--- src/rtl/timer.sv ---
// ---------------------------------------------------------------------------
// timer -- memory-mapped 32-bit timer peripheral for the data-memory bus.
//
// Sits beside the data RAM on the mem-stage port and uses the same protocol,
// so the mem-stage read mux treats both identically.
//
// Features:
//   - free-running 32-bit COUNT, advanced once per tick
//   - optional 8-bit prescaler (built only when TIMER_PRESC_EN is defined)
//   - CMP register with a sticky PEND flag and optional auto-clear of COUNT
//   - level interrupt irq_o = PEND & IRQ_EN
//
// Build option:
//   TIMER_PRESC_EN  defined   : prescale counter built, CTRL[15:8] = PRESC
//                   undefined : one tick per cycle while EN=1,
//                               CTRL[15:8] ignores writes and reads 0
//
// Register map (addr[3:2]):
//   0 CTRL   : [0] EN, [1] IRQ_EN, [2] AUTO, [15:8] PRESC, others read 0
//   1 COUNT  : 32-bit read/write
//   2 CMP    : 32-bit read/write
//   3 STATUS : [0] PEND, write 1 to clear, others read 0
//
// Bus protocol: there is no valid/ready handshake. A transfer is accepted
// unconditionally on every clock edge where cs=1; we selects write (1) or
// read (0). A write updates only the bytes whose wem bit is set (wem=0 is a
// no-op). A read loads data_o at that edge, and data_o holds its value at
// all other times (1-cycle read latency, like the RAM).
//
// Ports:
//   clk      in   1  core clock
//   rst      in   1  asynchronous active-high reset
//   cs       in   1  chip select from the address decoder
//   we       in   1  1 = write, 0 = read (qualified by cs)
//   wem      in   4  byte write mask, bit n enables data_in[8n+7:8n]
//   addr     in  32  byte address, only addr[3:2] decoded
//   data_in  in  32  write data
//   data_o   out 32  registered read data
//   irq_o    out  1  level interrupt
// ---------------------------------------------------------------------------
module timer #(
   parameter logic [31:0] RESET_CMP = 32'hFFFF_FFFF
) (
   input  logic        clk,
   input  logic        rst,
   input  logic        cs,
   input  logic        we,
   input  logic [3:0]  wem,
   input  logic [31:0] addr,
   input  logic [31:0] data_in,
   output logic [31:0] data_o,
   output logic        irq_o
);

   localparam logic [1:0] A_CTRL   = 2'd0;
   localparam logic [1:0] A_COUNT  = 2'd1;
   localparam logic [1:0] A_CMP    = 2'd2;
   localparam logic [1:0] A_STATUS = 2'd3;

   // Replace the bytes of old_v selected by mask with those of new_v.
   function automatic logic [31:0] merge_bytes(input logic [31:0] old_v,
                                               input logic [31:0] new_v,
                                               input logic [3:0]  mask);
      logic [31:0] r;
      r = old_v;
      for (int b = 0; b < 4; b++) begin
         if (mask[b]) r[8*b +: 8] = new_v[8*b +: 8];
      end
      return r;
   endfunction

   // Bus decode
   logic [1:0] reg_sel;
   logic       bus_wr;
   logic       bus_rd;
   logic       wr_ctrl;
   logic       wr_count;
   logic       wr_cmp;
   logic       wr_status;

   assign reg_sel   = addr[3:2];
   assign bus_wr    = cs & we & (|wem);
   assign bus_rd    = cs & ~we;
   assign wr_ctrl   = bus_wr & (reg_sel == A_CTRL);
   assign wr_count  = bus_wr & (reg_sel == A_COUNT);
   assign wr_cmp    = bus_wr & (reg_sel == A_CMP);
   assign wr_status = bus_wr & (reg_sel == A_STATUS);

   // Only addr[3:2] matters; the rest is intentionally ignored.
   logic unused_addr;
   assign unused_addr = ^{addr[31:4], addr[1:0]};

   // State registers
   logic        en_q,     en_d;
   logic        irq_en_q, irq_en_d;
   logic        auto_q,   auto_d;
   logic [31:0] count_q,  count_d;
   logic [31:0] cmp_q,    cmp_d;
   logic        pend_q,   pend_d;
   logic [31:0] data_q,   data_d;

   logic        tick;
   logic [7:0]  presc_rd;

`ifdef TIMER_PRESC_EN
   logic [7:0] presc_q, presc_d;
   logic [7:0] pcnt_q,  pcnt_d;

   // A tick fires on the cycle pcnt reaches PRESC, giving a period of
   // PRESC+1 cycles.
   assign tick     = en_q & (pcnt_q == presc_q);
   assign presc_rd = presc_q;

   always_comb begin
      presc_d = presc_q;
      if (wr_ctrl && wem[1]) presc_d = data_in[15:8];

      // Any CTRL write restarts the prescale phase so a new PRESC/EN takes
      // effect from a known point.
      if (wr_ctrl || !en_q || tick) pcnt_d = 8'd0;
      else                          pcnt_d = pcnt_q + 8'd1;
   end

   always_ff @(posedge clk or posedge rst) begin
      if (rst) begin
         presc_q <= 8'd0;
         pcnt_q  <= 8'd0;
      end else begin
         presc_q <= presc_d;
         pcnt_q  <= pcnt_d;
      end
   end
`else
   assign tick     = en_q;
   assign presc_rd = 8'h00;
`endif

   // CTRL low bits
   always_comb begin
      en_d     = en_q;
      irq_en_d = irq_en_q;
      auto_d   = auto_q;
      if (wr_ctrl && wem[0]) begin
         en_d     = data_in[0];
         irq_en_d = data_in[1];
         auto_d   = data_in[2];
      end
   end

   // COUNT / match / PEND. The match uses pre-write COUNT and CMP, and a
   // bus write to COUNT replaces the tick update entirely.
   logic match_hit;
   logic pend_clr;

   assign match_hit = tick & (count_q == cmp_q);
   assign pend_clr  = wr_status & wem[0] & data_in[0];

   always_comb begin
      count_d = count_q;
      if (tick) begin
         if (match_hit && auto_q) count_d = 32'd0;
         else                     count_d = count_q + 32'd1;
      end
      if (wr_count) count_d = merge_bytes(count_q, data_in, wem);
   end

   always_comb begin
      cmp_d = cmp_q;
      if (wr_cmp) cmp_d = merge_bytes(cmp_q, data_in, wem);
   end

   // Set wins over a same-cycle write-1-to-clear.
   always_comb begin
      pend_d = pend_q & ~pend_clr;
      if (match_hit) pend_d = 1'b1;
   end

   // Read path: sample the addressed register as it was before this edge.
   logic [31:0] rd_val;

   always_comb begin
      rd_val = 32'd0;
      unique case (reg_sel)
         A_CTRL:   rd_val = {16'h0000, presc_rd, 5'b00000, auto_q, irq_en_q, en_q};
         A_COUNT:  rd_val = count_q;
         A_CMP:    rd_val = cmp_q;
         A_STATUS: rd_val = {31'd0, pend_q};
         default:  rd_val = 32'd0;
      endcase
   end

   always_comb begin
      data_d = data_q;
      if (bus_rd) data_d = rd_val;
   end

   always_ff @(posedge clk or posedge rst) begin
      if (rst) begin
         en_q     <= 1'b0;
         irq_en_q <= 1'b0;
         auto_q   <= 1'b0;
         count_q  <= 32'd0;
         cmp_q    <= RESET_CMP;
         pend_q   <= 1'b0;
         data_q   <= 32'd0;
      end else begin
         en_q     <= en_d;
         irq_en_q <= irq_en_d;
         auto_q   <= auto_d;
         count_q  <= count_d;
         cmp_q    <= cmp_d;
         pend_q   <= pend_d;
         data_q   <= data_d;
      end
   end

   assign data_o = data_q;
   assign irq_o  = pend_q & irq_en_q;

endmodule

--- config.mk ---
export PLATFORM = sky130hd
export DESIGN_NAME = timer
export DESIGN_NICKNAME = d
export VERILOG_FILES = /design/src/rtl/timer.sv
export SDC_FILE = /design/constraint.sdc
export NUM_CORES = 1
export LEC_CHECK = 0
export CORE_MARGIN = 5
export CORE_UTILIZATION = 36
export CTS_BUF_LIST = sky130_fd_sc_hd__clkbuf_4 sky130_fd_sc_hd__clkbuf_8
export DETAILED_ROUTE_END_ITERATION = 8
export GPL_ROUTABILITY_DRIVEN = 0
export SLEW_MARGIN = 20
export SYNTH_ARGS = -nofsm -noshare
export SYNTH_HDL_FRONTEND = slang
export SYNTH_SLANG_ARGS = --single-unit
--- constraint.sdc ---
create_clock -name clk -period 3.8 [get_ports clk]
set_input_delay 0.76 -clock clk [delete_from_list [all_inputs] [get_ports clk]]
set_output_delay 0.76 -clock clk [all_outputs]
set_load 0.02 [all_outputs]
After elaboration in Yosys (flattened, before gate mapping) --
Index checks and enable logic that the tools add are counted.
Word-level totals: RAM bits 0, flip-flop bits (word level) 100, output and inout port bits 33, bits in latches 0, memories kept 0, logic and storage cells 58, memory bits (read-only) 0
Operators by class: bitwise gates (word level) 14, shifts and indexed selects 0, $add $sub $neg 1, $lt $le $gt $ge 0, divide/modulo/power cells 0, muxes and demuxes 9, reductions and logical operators 13, equality and inequality tests 8, multiply operators 0
Operators by type and width (number):
- case mux 32 bit (4 select lines) | 1
- 2-to-1 mux 32 bit | 3
- adder 32 x 1 -> 32 bit, second input constant | 1
- == test 32 bit | 1
- 2-to-1 mux 8 bit | 4
- AND reduction 2 bit | 8
- AND 1 bit | 12
- inequality test 2 bit, second input constant | 4
- == test 2 bit, second input constant | 2
- OR reduction 4 bit | 1
- == test 2 x 1 -> 1 bit, second input constant | 1
- logical AND 1 bit | 2
- logical NOT 2 bit | 1
- inverter 1 bit | 2
- nonzero test 2 bit | 1
- 2-to-1 mux 1 bit | 1

Longest topological paths before layout --
Gate-level depths: netlist of the first run.
depth in word-level cells 8, mapped depth 10, mapped depth without buffers 7

Worst setup path after synthesis of the first run --
No wires, ideal clock.
path type input to register, start point input wem[2], end point register count_q[17], path buffers 3, stages 8, path slack 1.294 ns, data arrival time 2.374 ns, data required time 3.668 ns, cells stage by stage clkbuf_1 > or4_1 > and3_1 > clkbuf_1 > a21oi_1 > clkbuf_1 > or3_1 > o211ai_1
Between the ends: cells in the longest elaborated chain, start to end 5, elaborated cells on any way between the ends 7
RTL lines:
- from (decl) | line 48 | input logic [3:0] wem,
- OR reduction 4 bit | line 82 | assign bus_wr = cs & we & (|wem);
- AND 1 bit | line 82
- AND 1 bit | line 85 | assign wr_count = bus_wr & (reg_sel == A_COUNT);
- inequality test 2 bit (no line) / nonzero test 2 bit (equally long branches)
- AND reduction 2 bit (no line)
- to (signal assigned) | line 210 | count_q <= count_d;
- to (decl) | line 97 | logic [31:0] count_q, count_d;
Several ways; a longest one is shown, not always the timed one. A chain may end at the register's enable or synchronous reset.

Worst setup path in the final report of the first run --
start point input wem[3], end point register count_q[7]
Between the ends: cells in the longest elaborated chain, start to end 5, elaborated cells on any way between the ends 7
RTL lines (line):
- OR reduction 4 bit * | 82
- AND 1 bit * | 82
- AND 1 bit * | 85
- inequality test 2 bit (no line) / nonzero test 2 bit (equally long branches)
- AND reduction 2 bit (no line)
Every way passes the cells marked *; elsewhere a longest branch is shown, timed or not.

==> results.md, run 1 <==
* Status: complete, no violations
* Seq/Total Area, Yosys at 0.459
* Drt wl/cell at 19.2 um
* Layout area overhead at 19.9%
* Top-area cell type share of the netlist area at 0.307
* WS Path Type: primary input to flop
* Register bit total from synthesis at 100
* RSZ-0062 raised after global routing: false
* Final hold violation count at 0
* Crit. End Element: flop
* Max layer used: met4
* Drt drc at 0
* Later-pin clock latency in the skew report at 0.38 ns
* Met3 wire length at 806 um
* WL met2 at about 7600 um
* Max Clock Freq at 0.352 GHz
* Max Cap Viol at 0
* Num CTS Buffers at 9
* Routed Antenna Nets at 0
* Net Count, Synth at 654
* Synthesized instance count at between 500 and 600
* Row cnt at 45
* Most common cell after layout, fill and taps aside: clkdlybuf4s50_1
* Worst relative slew slack at 0.531
* Worst Max-Slew Pin Slew at 0.698 ns
* Synthesized cell area at about 5500 um2
* DRT Wirelength at 15800 um
* H-tree lvl count at 3
* Initial Utilization at 0.366
* Initial antenna violation count at 0
* Count of pins over their slew limit at 0
* Most area-consuming cells after synthesis: dfrtp_1 31%, dfstp_2 15%, mux2_2 7.3%
* Final setup TNS at 0 ns
* Detailed-route via count at 4763
* EDFF count, synth at 0
* Die Ht at 134 um
* Commonest non-fill, non-tap cells in the layout: 74 x clkdlybuf4s50_1, 68 x dfrtp_1, 58 x nand2_1
* Full die area at 18000 um2
* Setup Viol. Count Final at 0
* GRT overflow at 0
* Share of layout cells above drive strength 1 at 0.177
* Dpl hpwl at between 10000 and 15000 um
* Mean Syn Cell Area at roughly 9.5 um2
* Largest net degree at the start of global routing at 64
* Leakage power at between 2 and 3 nW
* Filler cell count at 1443
* Max clock buf depth at 2
* Ys async rst share at 1.00
* Crit share post-route at 0.747
* Drt pass-1 iters at 6
* Peak supply drop at 0.195 mV
* Warnings from Yosys at 0
* Worst-path maximum fanout at 10
* GRT Total Usage at 0.178
* Fin util at 0.439
* First DRT Iteration DRCs at 498
* Leading area contributor after synthesis: dfrtp_1
* Post_cts resized at 0
* Top FF cell, synth: dfrtp_1
* Crit start category: primary input
* TritonCTS clock tree: built
* Global-route wire length before repair at about 26000 um
* Post-CTS Setup Bufs at 0
* Hold Path Class: flop to flop
* Crit path arrival time at 3.14 ns
* Tmin final at 2.84 ns
* Count of cell types in the netlist at 52
* Total power at 3.53 mW
* Pwr per Cell Area at ~530 nW/um2
* Vias per cell at 5.77
* Die Wd at 134 um
* Clock skew at about 0.017 ns
* M1 wire length at 7170 um
* TritonCTS Sinks at 100
* Final nets at 705
* Clock Pin Slew Worst Setup and Hold Paths at 0.09 ns
* WP data required at 4.10 ns
* ANT cells at 0
* Vias in the first global route at 4693
* R2R setup slack at 1.10 ns
* Hold WS at 0.485 ns
* Hold-fix buffer count after cts at 0
* Number of I/O pins at 105
* Core outline area at 15100 um2
* IO buf count at 74
* Root Buffer Master: clkbuf_8
[cell families after synthesis]
group,after synthesis,share of synthesized area
and+or+nand+nor,211,0.201
AOI/OAI and AO/OA,135,0.159
DFF,100,0.459
buffers and inverters,66,0.0521
muxes,42,0.0862
xor gates and xnor gates,26,0.0411
adders and majority gates,1,0.00226
[metrics by stage]
stage                     setup WS [ns]  std cells  cell area (um2)
final                             0.960        825             6650
after global placement            0.630        809             6440
after CTS                          1.00        825             6640
after detailed placement          0.611        809             6440
after floorplan                   0.474        581             5540
after global routing              0.850        825             6650
[Yosys cell counts (all sizes together) (3+ instances only)]
cell type and count:
dfrtp 68, nand2 58, o21ai 44, a22oi 40, nand3 37, mux2 36, clkbuf 35, dfstp 32
and3 22, nor2 22, xor2 21, nand4 19, buf 17, a21oi 15, inv 13, nor4 12
o211ai 10, o2111ai 7, or3 7, a31oi 6, nor3 6, or4 6, mux2i 5, nor2b 5
xnor2 5, and2 3, and4 3
[flip-flops by register name, indices dropped and copies added (netlist names)]
register  count
count_q      32
irq_en_q      1
pend_q        1
data_o       32
cmp_q        32
auto_q        1
en_q          1
[final timing paths]
check | cells after the start | from | to
worst max-delay path | 7 | wem[3] | count_q[7]$_DFFE_PP0P_
worst min register to register | 2 | data_o[24]$_DFFE_PP0P_ | data_o[24]$_DFFE_PP0P_
min in group asynchronous | 2 | rst | data_o[25]$_DFFE_PP0P_
worst min-delay path | 2 | data_o[24]$_DFFE_PP0P_ | data_o[24]$_DFFE_PP0P_
max in group asynchronous | 3 | rst | cmp_q[19]$_DFFE_PP1P_
worst max register to register | 7 | count_q[0]$_DFFE_PP0P_ | count_q[28]$_DFFE_PP0P_
[cell type report]
type	instances	area, um2	area share
multi-input cells	415	2720	0.410
inverters	14	55.1	0.00828
clock inverters	2	35.0	0.00527
clock buffers	14	168	0.0252
flip-flops and latches	100	2540	0.382
repair buffers	92	888	0.134
well taps	188	235	0.0354
[worst max-delay path: stages]
cell,delay [ns]
clkdlybuf4s50_1,0.58
or4_1,0.58
a31oi_1,0.28
buf_4,0.24
nor2_1,0.16
or3_1,0.37
o211ai_1,0.16
[report_power, final]
group | switching (mW) | total [mW] | internal, mW
clock network | 0.371 | 0.723 | 0.352
logic | 0.613 | 1.17 | 0.562
registers | 0.284 | 1.63 | 1.35
[layer usage]
metal	vias up	GRT usage
met2	152	0.288
met1	2356	0.247
li1	2232	-
met4	0	0.0436
met5	-	0
met3	23	0.0345
No activity file was read; power rests on OpenSTA's default activity.
==> run 2: changes to the inputs <==
- clock period: 3.8 -> 2.5 ns (I/O delays scaled with it)
==> results.md, run 2 (same netlist as run 1, synthesis figures left out) <==
* Final hold violation count at 0 (unchanged)
* Top cell by count, worst path: or4_4
* Die Ht at 134 um (unchanged)
* R2R setup slack at 0.02 ns (was 1.10 ns)
* Area of placed instances at 6940 um2 (was 6440 um2)
* Hold WS at 0.374 ns (was 0.485 ns)
* Later-pin clock latency in the skew report at 0.39 ns (was 0.38 ns)
* Fin util at 0.482 (was 0.439)
* Worst Max-Slew Pin Slew at 0.502 ns (was 0.698 ns)
* Drt pass-1 iters at 6 (unchanged)
* Drt wl/cell at 18.7 um (was 19.2 um)
* Detailed-route via count at 5048 (was 4763)
* Crit start category: flop (was primary input)
* Row cnt at 45 (unchanged)
* Status: complete, no violations (unchanged)
* Max incr delay on CP at 0.60 ns (was 0.58 ns)
* Full die area at 18000 um2 (unchanged)
* Crit. End Element: flop (unchanged)
* Tmin final at 2.48 ns
* Peak supply drop at 0.330 mV (was 0.195 mV)
* Crit share post-route at 0.993
* Reg2Reg Depth at 6 (was 7)
* Layout area overhead at 31.7% (was 19.9%)
* Leakage power at 3.06 nW (was 2.72 nW)
* ANT cells at 0 (unchanged)
* Placed insts at 871 (was 809)
* Worst relative slew slack at 0.666 (was 0.531)
* CP top delay family: simple AND/OR/NAND/NOR gates (unchanged)
* CP Buf/Inv Count at 1 (was 2)
* IO buf count at 74 (unchanged)
* First DRT Iteration DRCs at 573 (was 498)
* Drt drc at 0 (unchanged)
* Max Cap Viol at 0 (unchanged)
* GRT Total Usage at 0.184 (was 0.178)
* Global-route wire length before repair at 26500 um (was 25500 um)
* Reg2reg end: count_q[21]$_DFFE_PP0P_ (was count_q[28]$_DFFE_PP0P_)
* Final nets at 769 (was 705)
* Num CTS Buffers at 9 (unchanged)
* Hold-fix buffer count after cts at 0 (unchanged)
* Initial Utilization at 0.366 (unchanged)
* Count of pins over their slew limit at 0 (unchanged)
* Non-Filler Instances at 889 (was 825)
* CP max-delay cell: or4_4 (was clkdlybuf4s50_1)
* GRT overflow at 0 (unchanged)
* Routed Antenna Nets at 0 (unchanged)
* Initial antenna violation count at 0 (unchanged)
* Number of cells on the critical path at 6 (was 7)
* Share of layout cells above drive strength 1 at 0.272 (was 0.177)
* RSZ-0062 raised after global routing: true (was false)
* Reg-to-Reg Start: cmp_q[19]$_DFFE_PP1P_ (was count_q[0]$_DFFE_PP0P_)
* Final instance area at 7300 um2 (was 6650 um2)
* Pwr per Cell Area at 777 nW/um2 (was 531 nW/um2)
* Number of I/O pins at 105 (unchanged)
* Max clock buf depth at 2 (unchanged)
* Core outline area at 15100 um2 (unchanged)
* WP data required at 2.78 ns (was 4.10 ns)
* H-tree lvl count at 3 (unchanged)
* TritonCTS clock tree: built (unchanged)
* TritonCTS Sinks at 100 (unchanged)
* Crit path arrival time at 2.76 ns (was 3.14 ns)
* Max Clock Freq at between 0.4 and 0.5 GHz
* Worst-path maximum fanout at 6 (was 10)
* Vias per cell at 5.68 (was 5.77)
* Setup Viol. Count Final at 0 (unchanged)
* Dpl hpwl at 12100 um (was 11100 um)
* Die Wd at 134 um (unchanged)
* Vias in the first global route at 4916 (was 4693)
* WS Path Type: flop to flop (was primary input to flop)
* Root Buffer Master: clkbuf_8 (unchanged)
* Final setup TNS at 0 ns (unchanged)
* Clock skew at 0.0196 ns (was 0.0173 ns)
* Commonest non-fill, non-tap cells in the layout: 74 x clkdlybuf4s50_1, 74 x buf_4, 68 x dfrtp_1 (was 74 x clkdlybuf4s50_1, 68 x dfrtp_1, 58 x nand2_1)
* Hold Path Class: primary input to async pin (was flop to flop)
* DRT Wirelength at 16600 um (was 15800 um)
* Largest net degree at the start of global routing at 95 (was 64)
* Filler cell count at 1400 (was 1443)
* Clock Pin Slew Worst Setup and Hold Paths at 0.10 ns (was 0.09 ns)
* Post-CTS Setup Bufs at 0 (unchanged)
* Critical-path cell list: xnor2_2, nand4_1, or4_4, or4_4, buf_12, a211o_1 (was clkdlybuf4s50_1, or4_1, a31oi_1, buf_4, nor2_1, or3_1, o211ai_1)
-- run 2: report_power, final --
part           switching (mW)  leakage, nW  total [mW]  internal (mW)
registers               0.291         1.10        2.34           2.05
logic                    1.16         1.86        2.24           1.08
clock network           0.586       0.0952        1.09          0.503
total                    2.04         3.06        5.67           3.63
-- run 2: layout make-up --
type	instances	area (um2)	area share
Clock inverter	5	61.3	0.00840
Sequential cell	100	2540	0.348
Clock buffer	11	145	0.0199
Tap cell	188	235	0.0322
Multi-Input combinational cell	416	2840	0.389
Inverter	14	56.3	0.00771
Timing Repair Buffer	155	1420	0.195
-- run 2: how the worst max path moves through the flow --
stage | to | startpoint | slack (ns)
floorplan | count_q[17]$_DFFE_PP0P_ | wem[2] | 0.25
global placement | count_q[18]$_DFFE_PP0P_ | wem[3] | -0.40
detailed placement | count_q[17]$_DFFE_PP0P_ | wem[1] | -0.45
CTS | count_q[17]$_DFFE_PP0P_ | wem[1] | 0.04
global route | count_q[3]$_DFFE_PP0P_ | cmp_q[30]$_DFFE_PP1P_ | -0.01
finish | count_q[21]$_DFFE_PP0P_ | cmp_q[19]$_DFFE_PP1P_ | 0.02
-- run 2: what timing repair did --
action | in CTS | in global routing
endpoints found under the setup margin | 9 | 18
pin swaps | 1 | 11
gates cloned | 0 | 2
gates resized for setup | 1 | 20
-- run 2: metrics by stage --
step | setup slack, ns | power, mW
floorplan | 0.254 | 3.64
global placement | -0.399 | 4.48
detailed placement | -0.454 | 4.54
CTS | 0.0427 | 5.65
global route | -0.0141 | 6.04
finish | 0.0178 | 5.67
-- run 2: worst register-to-register path, cell delays in order (launching register included) --
cell	delay, ns
dfstp_2	0.57
xnor2_2	0.14
nand4_1	0.12
or4_4	0.51
or4_4	0.60
buf_12	0.19
a211o_1	0.26
-- run 2: layer usage --
layer | vias up | GRT usage | routed length, um
met1 | 2469 | 0.255 | 7400
met3 | 32 | 0.0386 | 947
met5 | - | 0 | 0
li1 | 2371 | - | -
met2 | 176 | 0.294 | 7970
met4 | 0 | 0.0526 | 313
==> run 3: changes to the inputs <==
- SLEW_MARGIN: 20 -> default
==> results of run 3 <==
Final layout, timing and power as in run 2 (identical DEF).
